File: config.mk
export PLATFORM = sky130hd
export DESIGN_NAME = inst_fetch_flat
export DESIGN_NICKNAME = d
export VERILOG_FILES = /design/src/rtl/inst_fetch_if.sv /design/src/rtl/inst_fetch.sv /design/src/flat_wrapper.sv
export SDC_FILE = /design/constraint.sdc
export NUM_CORES = 2
export LEC_CHECK = 0
export ABC_CLOCK_PERIOD_IN_PS = 2400
export BUFFER_PORTS_ARGS = -buffer_cell sky130_fd_sc_hd__buf_2
export CELL_PAD_IN_SITES_DETAIL_PLACEMENT = 0
export CELL_PAD_IN_SITES_GLOBAL_PLACEMENT = 1
export CORE_ASPECT_RATIO = 0.5
export CORE_MARGIN = 10
export CORE_UTILIZATION = 51
export DETAILED_ROUTE_END_ITERATION = 8
export PLACE_DENSITY = 0.73
export REMOVE_ABC_BUFFERS = 1
export SLEW_MARGIN = 20
export SYNTH_ARGS = -nofsm -noshare
export SYNTH_HDL_FRONTEND = slang
export SYNTH_SLANG_ARGS = --single-unit
export TNS_END_PERCENT = 50
File: constraint.sdc
create_clock -name Clk -period 2.4 [get_ports Clk]
set_input_delay 0.6 -clock Clk [delete_from_list [all_inputs] [get_ports Clk]]
set_output_delay 0.6 -clock Clk [all_outputs]
set_load 0.1 [all_outputs]
File: src/rtl/inst_fetch_if.sv
// Fetch-stage bus: run control, program-counter input, memory load port and
// the registered instruction/status outputs presented to decode.
interface inst_fetch_if #(
    parameter int IW = 9,
    parameter int AW = 8
);
    logic          Start;
    logic [AW-1:0] ProgCtr;
    logic          Flush;
    logic          Stall;
    logic          LoadEn;
    logic [AW-1:0] LoadAddr;
    logic [IW-1:0] LoadData;
    logic [IW-1:0] Instruction;
    logic          InstValid;
    logic [AW-1:0] InstAddr;
    logic          Done;
    logic          Busy;
    logic [15:0]   FetchCount;

    modport master (
        output Start, ProgCtr, Flush, Stall, LoadEn, LoadAddr, LoadData,
        input  Instruction, InstValid, InstAddr, Done, Busy, FetchCount
    );

    modport slave (
        input  Start, ProgCtr, Flush, Stall, LoadEn, LoadAddr, LoadData,
        output Instruction, InstValid, InstAddr, Done, Busy, FetchCount
    );
endinterface

File: src/rtl/inst_fetch.sv
// Instruction fetch stage: instruction memory with idle-time load port,
// registered fetch toward decode, and IDLE/RUN/HALT run sequencing.
module inst_fetch #(
    parameter int            IW      = 9,
    parameter int            AW      = 8,
    parameter logic [IW-1:0] HALT_OP = 9'h1FF
) (
    input logic         Clk,
    input logic         Reset,
    inst_fetch_if.slave bus
);

    typedef enum logic [1:0] {
        IDLE = 2'd0,
        RUN  = 2'd1,
        HALT = 2'd2
    } state_t;

    state_t        state;
    state_t        state_nxt;

    logic [IW-1:0] mem [0:(1<<AW)-1];
    logic [IW-1:0] fetch_word_p0;
    logic          fetch_en;
    logic          count_clr;
    logic          load_ok;

    logic [IW-1:0] instr_p1;
    logic [AW-1:0] addr_p1;
    logic          vld_p1;
    logic [15:0]   count;

    function automatic logic [15:0] sat_inc(input logic [15:0] v);
        return (v == 16'hFFFF) ? v : v + 16'd1;
    endfunction

    // Memory is only writable while the core is not running; contents survive reset.
    assign load_ok = bus.LoadEn && (state != RUN);

    always_ff @(posedge Clk) begin
        if (load_ok) begin
            mem[bus.LoadAddr] <= bus.LoadData;
        end
    end

    // Stage p0: memory read at the current program counter.
    assign fetch_word_p0 = mem[bus.ProgCtr];

    always_ff @(posedge Clk or negedge Reset) begin
        if (!Reset) begin
            state <= IDLE;
        end else begin
            state <= state_nxt;
        end
    end

    always_comb begin
        state_nxt = state;
        fetch_en  = 1'b0;
        count_clr = 1'b0;
        case (state)
            IDLE: begin
                if (bus.Start) begin
                    state_nxt = RUN;
                    count_clr = 1'b1;
                end
            end
            RUN: begin
                // A flushed halt word is not a real halt; it was on the wrong path.
                if (!bus.Flush && !bus.Stall) begin
                    fetch_en = 1'b1;
                    if (fetch_word_p0 == HALT_OP) begin
                        state_nxt = HALT;
                    end
                end
            end
            HALT: begin
                if (bus.Start) begin
                    state_nxt = RUN;
                    count_clr = 1'b1;
                end
            end
            default: state_nxt = IDLE;
        endcase
    end

    // Stage p1: registered instruction presented to decode.
    always_ff @(posedge Clk or negedge Reset) begin
        if (!Reset) begin
            instr_p1 <= '0;
            addr_p1  <= '0;
            vld_p1   <= 1'b0;
            count    <= '0;
        end else begin
            if (count_clr) begin
                count <= '0;
            end
            if (state == RUN) begin
                if (bus.Flush) begin
                    vld_p1 <= 1'b0;
                end else if (fetch_en) begin
                    instr_p1 <= fetch_word_p0;
                    addr_p1  <= bus.ProgCtr;
                    vld_p1   <= 1'b1;
                    count    <= sat_inc(count);
                end
            end else begin
                vld_p1 <= 1'b0;
            end
        end
    end

    assign bus.Instruction = instr_p1;
    assign bus.InstAddr    = addr_p1;
    assign bus.InstValid   = vld_p1;
    assign bus.FetchCount  = count;
    assign bus.Done        = (state == HALT);
    assign bus.Busy        = (state == RUN);

endmodule

File: src/flat_wrapper.sv
// flat-port wrapper written by rule: the top's interface ports become plain ports
module inst_fetch_flat 
#(
    parameter int            IW      = 9,
    parameter int            AW      = 8,
    parameter logic [IW-1:0] HALT_OP = 9'h1FF
)
  (Clk, Reset, bus_Start, bus_ProgCtr, bus_Flush, bus_Stall, bus_LoadEn, bus_LoadAddr, bus_LoadData, bus_Instruction, bus_InstValid, bus_InstAddr, bus_Done, bus_Busy, bus_FetchCount);
  inst_fetch_if #(.IW(IW), .AW(AW)) bus_i ();
  input logic Clk;
  input logic Reset;
  input wire logic [$bits(bus_i.Start)-1:0] bus_Start;
  input wire logic [$bits(bus_i.ProgCtr)-1:0] bus_ProgCtr;
  input wire logic [$bits(bus_i.Flush)-1:0] bus_Flush;
  input wire logic [$bits(bus_i.Stall)-1:0] bus_Stall;
  input wire logic [$bits(bus_i.LoadEn)-1:0] bus_LoadEn;
  input wire logic [$bits(bus_i.LoadAddr)-1:0] bus_LoadAddr;
  input wire logic [$bits(bus_i.LoadData)-1:0] bus_LoadData;
  output wire logic [$bits(bus_i.Instruction)-1:0] bus_Instruction;
  output wire logic [$bits(bus_i.InstValid)-1:0] bus_InstValid;
  output wire logic [$bits(bus_i.InstAddr)-1:0] bus_InstAddr;
  output wire logic [$bits(bus_i.Done)-1:0] bus_Done;
  output wire logic [$bits(bus_i.Busy)-1:0] bus_Busy;
  output wire logic [$bits(bus_i.FetchCount)-1:0] bus_FetchCount;
  assign bus_i.Start = bus_Start;
  assign bus_i.ProgCtr = bus_ProgCtr;
  assign bus_i.Flush = bus_Flush;
  assign bus_i.Stall = bus_Stall;
  assign bus_i.LoadEn = bus_LoadEn;
  assign bus_i.LoadAddr = bus_LoadAddr;
  assign bus_i.LoadData = bus_LoadData;
  assign bus_Instruction = bus_i.Instruction;
  assign bus_InstValid = bus_i.InstValid;
  assign bus_InstAddr = bus_i.InstAddr;
  assign bus_Done = bus_i.Done;
  assign bus_Busy = bus_i.Busy;
  assign bus_FetchCount = bus_i.FetchCount;
  inst_fetch #(.IW(IW), .AW(AW), .HALT_OP(HALT_OP)) u_core (.Clk(Clk), .Reset(Reset), .bus(bus_i));
endmodule
-- Yosys cells after proc, flatten, opt, wreduce, memory -nomap -nowiden
Memory sizes are Yosys's and may differ from the RTL's.
Cells that the tools add are included.
- flip-flop bits (word level): 36
- latch bits: 0
- bits in writable memories: 2304
- memory bits (read-only): 0
- output and inout bits: 36
- logic and storage cells: 44
- memories: 1
- memory list (memory ; words ; width ; rd ports ; clocked after Yosys merged registers in ; wr ports ; line ; source):
    u_core.mem ; 256 ; 9 ; 1 ; 0 ; 1 ; inst_fetch.sv:22 ; logic [IW-1:0] mem [0:(1<<AW)-1];
- add/sub/neg operators: 1
- $mul: 0
- divide/modulo/power cells: 0
- order comparisons: 0
- equal/unequal tests: 10
- shifts and indexed selects: 0
- multiplexer cells: 18
- bitwise logic cells: 1
- reductions and logical operators: 8
- operators with widths (kind ; number):
    $mux W16 ; 5
    $add A16 B1 Y16 const B ; 1
    $eq A16 B16 Y1 const B ; 1
    $eq A9 B9 Y1 const B ; 1
    $mux W1 ; 9
    $ne A2 B1 Y1 const B ; 4
    $mux W2 ; 3
    $reduce_and A3 Y1 ; 2
    $ne A4 B4 Y1 const B ; 1
    $pmux W2 S2 ; 1
    $ne A3 B2 Y1 const B ; 1
    $eq A2 B1 Y1 const B ; 1
    $eq A2 B2 Y1 const B ; 1
    $logic_and A1 B1 Y1 ; 2
    $logic_not A1 Y1 ; 2
    $logic_not A2 Y1 ; 1
    $reduce_or A2 Y1 ; 1
    $not A1 Y1 ; 1

-- Logic depth before layout (Yosys ltp)
- word-level depth: 7
- gate-level depth with buffers: 15
- gate-level depth less buffers: 9

-- Worst setup path after synthesis
OpenSTA, ideal clock, no wires.
- path type: input-to-reg
- from: in bus_ProgCtr[0]
- to: reg u_core.state[1]
- setup time: 0.118 ns
- arrival time: 2.770 ns
- required time: 2.282 ns
- setup slack: -0.488 ns
- stages on the path: 13
- path buffers: 5
- path through: buf_6 > buf_12 > buf_8 > buf_6 > buf_4 > mux4_2 > a22oi_1 > nand4_1 > a211oi_1 > a21oi_1 > nor2_1 > nor4_2 > a21o_1
- longest elaborated chain between the ends: 4
- ends and longest elaborated chain (what ; line ; source):
    start: declaration ; flat_wrapper.sv:13 ; input wire logic [$bits(bus_i.ProgCtr)-1:0] bus_ProgCtr;
    $mem_v2 Z256 W9 ; - ;
    $eq A9 B9 Y1 ; inst_fetch.sv:72 ; if (fetch_word_p0 == HALT_OP) begin
    $ne A2 B1 Y1 (no source line) ; - ;
    $reduce_and A3 Y1 (no source line) ; - ;
    end signal: assignment ; inst_fetch.sv:53 ; state <= state_nxt;
    end: declaration ; inst_fetch.sv:19 ; state_t state;
No other way between the ends.
A chain may end at the register's enable or synchronous reset.

-- Worst setup path in the final report
Ends and elaborated chain as after synthesis.

==> results.sh <==
export IMPL_cap_violations=0
export IMPL_p_leak_uw=0.03723
export IMPL_cts_root_buffer="clkbuf_16"
export IMPL_cts_clk_slew_worst_paths_ns=0.07
export IMPL_regArea_um2=70090
export IMPL_dp_hpwl_um=193500
export IMPL_synth_ff_type="edfxtp_1"
export IMPL_yosys_area_share_simple_pct=3.583
export IMPL_synthCells=4441
export IMPL_relSlewSlack_pct=45.68
export IMPL_skew_ns=0.05694
export IMPL_fp_dieH_um=320.1
export IMPL_grt_overflow=0
export IMPL_synth_seq_cells=2340
export IMPL_max_freq_mhz=358.1
export IMPL_met1Wirelength_um=110600
export IMPL_cpMostUsedCell="buf_16"
export IMPL_drive_gt1_share_pct=36.43
export IMPL_dr_max_layer_used="met5"
export IMPL_status="finished with violations"
export IMPL_placementRows=110
export IMPL_via_count=52720
export IMPL_fin_nets=5565
export IMPL_portBuffers=66
export IMPL_worst_path_max_delay_cell="mux4_2"
export IMPL_synthArstFlopShare_pct=1.538
export IMPL_synthTopCellsByArea="edfxtp_1 (75%), mux4_2 (11%), mux4_1 (2.1%)"
export IMPL_worst_path_buf_inv=4
export IMPL_cp_data_arrival_time_ns=3.55
export IMPL_clock_path_buffers=4
export IMPL_crit_family="multiplexers"
export IMPL_synth_area_um2=91850
export IMPL_synth_largest_area_cell="edfxtp_1"
export IMPL_drtIter0Drc=8696
export IMPL_synth_enable_flop_cells=2304
export IMPL_maxSlewViolCount=0
export IMPL_yosys_warnings=0
export IMPL_synth_compound_area_share_pct=3.049
export IMPL_hp_class="input pin to register"
export IMPL_wire_per_inst_um=35.22
export IMPL_h_tree_depth=4
export IMPL_post_route_drc_count=0
export IMPL_tightest_slew_ns=0.8148
export IMPL_dr_pass1_iters=6
export IMPL_worstPathCellList="buf_16 -> buf_16 -> buf_16 -> buf_4 -> mux4_2 -> mux4_2 -> o211ai_1 -> o22ai_2 -> nor2_2 -> nor4_4 -> a21o_1"
export IMPL_syn_avg_cell_area_um2=20.68
export IMPL_power_internal_uw=66280
export IMPL_synth_adder_area_share_pct=0.01362
export IMPL_cts_buffers=205
export IMPL_crit_type="input pin to register"
export IMPL_route_met2_wl_um=123400
export IMPL_synthMuxAreaShare_pct=14.88
export IMPL_clock_sinks=2340
export IMPL_grt_max_degree=93
export IMPL_viasPerCell=6.503
export IMPL_fin_ws_ns=-0.3925
export IMPL_max_vdd_ir_drop_v=0.0007067
export IMPL_grt_pass1_vias=51050
export IMPL_power_share_clock_pct=39.5
export IMPL_comb_power_share_pct=7.7
export IMPL_worst_path_largest_cell_delay_ns=0.58
export IMPL_worst_path_max_fanout=8
export IMPL_finalHoldViolCount=0
export IMPL_violations="negative setup slack"
export IMPL_insertion_delay_ns=0.87
export IMPL_die_area_um2=198500
export IMPL_switching_share_pct=22.44
export IMPL_area_growth_pct=20.89
export IMPL_pwr_density_cell_nw_per_um2=769.6
export IMPL_setup_tns_ns=-1.935
export IMPL_post_route_min_period_ns=2.792
export IMPL_p_switching_uw=19170
export IMPL_synth_top_area_share_pct=75.33
export IMPL_initial_utilization_pct=51.18
export IMPL_antenna_found_initial=15
export IMPL_grt_pass1_wl_um=397300
export IMPL_gp_congestion=0.9830
export IMPL_setup_worst_path_start_class="input pin"
export IMPL_seqPwrFrac_pct=52.7
export IMPL_crit_path_end_kind="register"
export IMPL_core_um2=179500
export IMPL_io_pins=67
export IMPL_ys_types=82
export IMPL_rsz0062_at_grt="yes"
export IMPL_grtUsageTotal_pct=28.31
export IMPL_nFillCells=12370
export IMPL_required_ns=3.16
export IMPL_wl_met3_um=41820
export IMPL_finalWirelength_um=285600
export IMPL_drtAntennaViolNets=0
export IMPL_die_x_um=620.2
export IMPL_synthXorXnorAreaFrac_pct=0.09536
export IMPL_synth_top_family_by_area="multiplexers"
export IMPL_ys_seq_area_share_pct=76.31
export IMPL_post_place_ws_ns=-1.533
export IMPL_fin_crit_sh_pct=116.4
export IMPL_setup_viol=9
export IMPL_multi_input_area_um2=20660
export IMPL_cts_tree="done"
through the flow:
step / utilization [%] / total power (uW) / cell area, um^2 / hold slack [ns] / instances
2_1_floorplan: - / 48130 / 89970 / 0.3044 / 4179
4_1_cts: 61.42 / 85340 / 110200 / 0.04328 / 8072
6_report: 61.87 / 85450 / 111000 / 0.08100 / 8107
3_5_place_dp: 57.12 / 51960 / 102500 / 0.4831 / 7681
3_3_place_gp: 57.12 / 51870 / 102500 / 0.4734 / 7681
5_1_grt: 61.86 / 87380 / 111000 / 0.08141 / 8102
routing by layer:
| layer | up-vias | global-route usage [%] |
|---|---|---|
| li1 | 20650 | - |
| met1 | 27660 | 41.23 |
| met2 | 3873 | 40.64 |
| met3 | 527 | 9.598 |
| met4 | 10 | 8.572 |
| met5 | - | 0 |
state kept, by name (all words and copies together), names as in the netlist:
name                    count
u_core.bus.FetchCount      16
u_core.bus.InstAddr         8
u_core.bus.InstValid        1
u_core.bus.Instruction      9
u_core.mem               2304
u_core.state                2
power groups by stage:
| stage | sequential, uW | clock, uW | combinational [uW] |
|---|---|---|---|
| 3_3_place_gp | 45900 | 0 | 5930 |
| 3_5_place_dp | 45900 | 0 | 6020 |
| 4_1_cts | 45100 | 34000 | 6320 |
| 6_report | 45100 | 33800 | 6610 |
| 2_1_floorplan | 46500 | 0 | 1640 |
| 5_1_grt | 45000 | 35600 | 6780 |
layout make-up:
type / instances / share of cell area [%]
clock buffer: 248 / 4.830
clock inverter: 119 / 1.205
antenna: 6 / 0.01352
tap: 2408 / 2.713
timing repair buffer: 1147 / 9.488
multi-input combinational: 1833 / 18.61
inverter: 6 / 0.02366
sequential: 2340 / 63.12
synth_stat cells (29+ instances only):
master	instances
a21oi_1	88
a22oi_1	109
buf_2	75
buf_4	29
buf_6	36
clkbuf_1	78
dfrtp_1	36
edfxtp_1	2304
mux2i_1	145
mux4_1	72
mux4_2	450
nand2_1	164
nand3_1	61
nor2_1	315
nor2b_1	33
nor3_1	40
o21ai_0	41
o22ai_1	45
logic make-up after synthesis:
kind of cell | after synthesis
simple gates | 728
fa+ha+maj | 1
xor+xnor | 10
buf+inv | 268
flops | 2340
mux | 684
compound gates | 410
cell usage in the layout, fill, tap and decap left out, drive strengths merged, types with 14 or more instances in the layout:
cell	n
bufinv	28
nand2b	17
mux2i	145
nor2	316
a21oi	88
nand4	22
o22ai	45
nand3	61
o211ai	15
clkbuf	262
nor3	40
edfxtp	2304
dfrtp	36
nor2b	33
a211oi	18
mux4	522
and2	14
nand2	164
clkinv	83
buf	1128
nor4	21
mux2	17
o21ai	44
a22oi	111
timing repair:
action | CTS | global route
hold buffers | 1 | 0
gates resized for setup | 153 | 119
gates cloned | 8 | 3
hold endpoints to repair | 36 | 0
endpoints found under the setup margin | 56 | 147
pin swaps | 27 | 39
buffers inserted | 18 | 29
worst register-to-register path, cell delays in order (launching register included):
cell      delay (ns)
edfxtp_1        0.39
mux4_2          0.47
a22o_1          0.25
a221oi_2        0.27
buf_4           0.20
nor3_2          0.05
or4_4           0.49
o211ai_4        0.19
buf_6           0.14
nor4_4          0.03
a21o_1          0.16
worst paths after layout:
| kind | startpoint | to | slack [ns] | depth (start not counted) |
|---|---|---|---|---|
| min reg2reg | u_core.bus.InstAddr[0] | u_core.bus.InstAddr[0] | 0.50 | 2 |
| min | bus_LoadData[2] | u_core.mem[201][2] | 0.08 | 1 |
| min in group asynchronous | Reset | u_core.bus.FetchCount[11] | 0.35 | 3 |
| max | bus_ProgCtr[0] | u_core.state[1] | -0.39 | 11 |
| max in group asynchronous | Reset | u_core.state[0] | 1.63 | 3 |
| max reg2reg | u_core.mem[245][2] | u_core.state[1] | -0.37 | 10 |
Note: power is estimated with default switching activity, not from simulation.
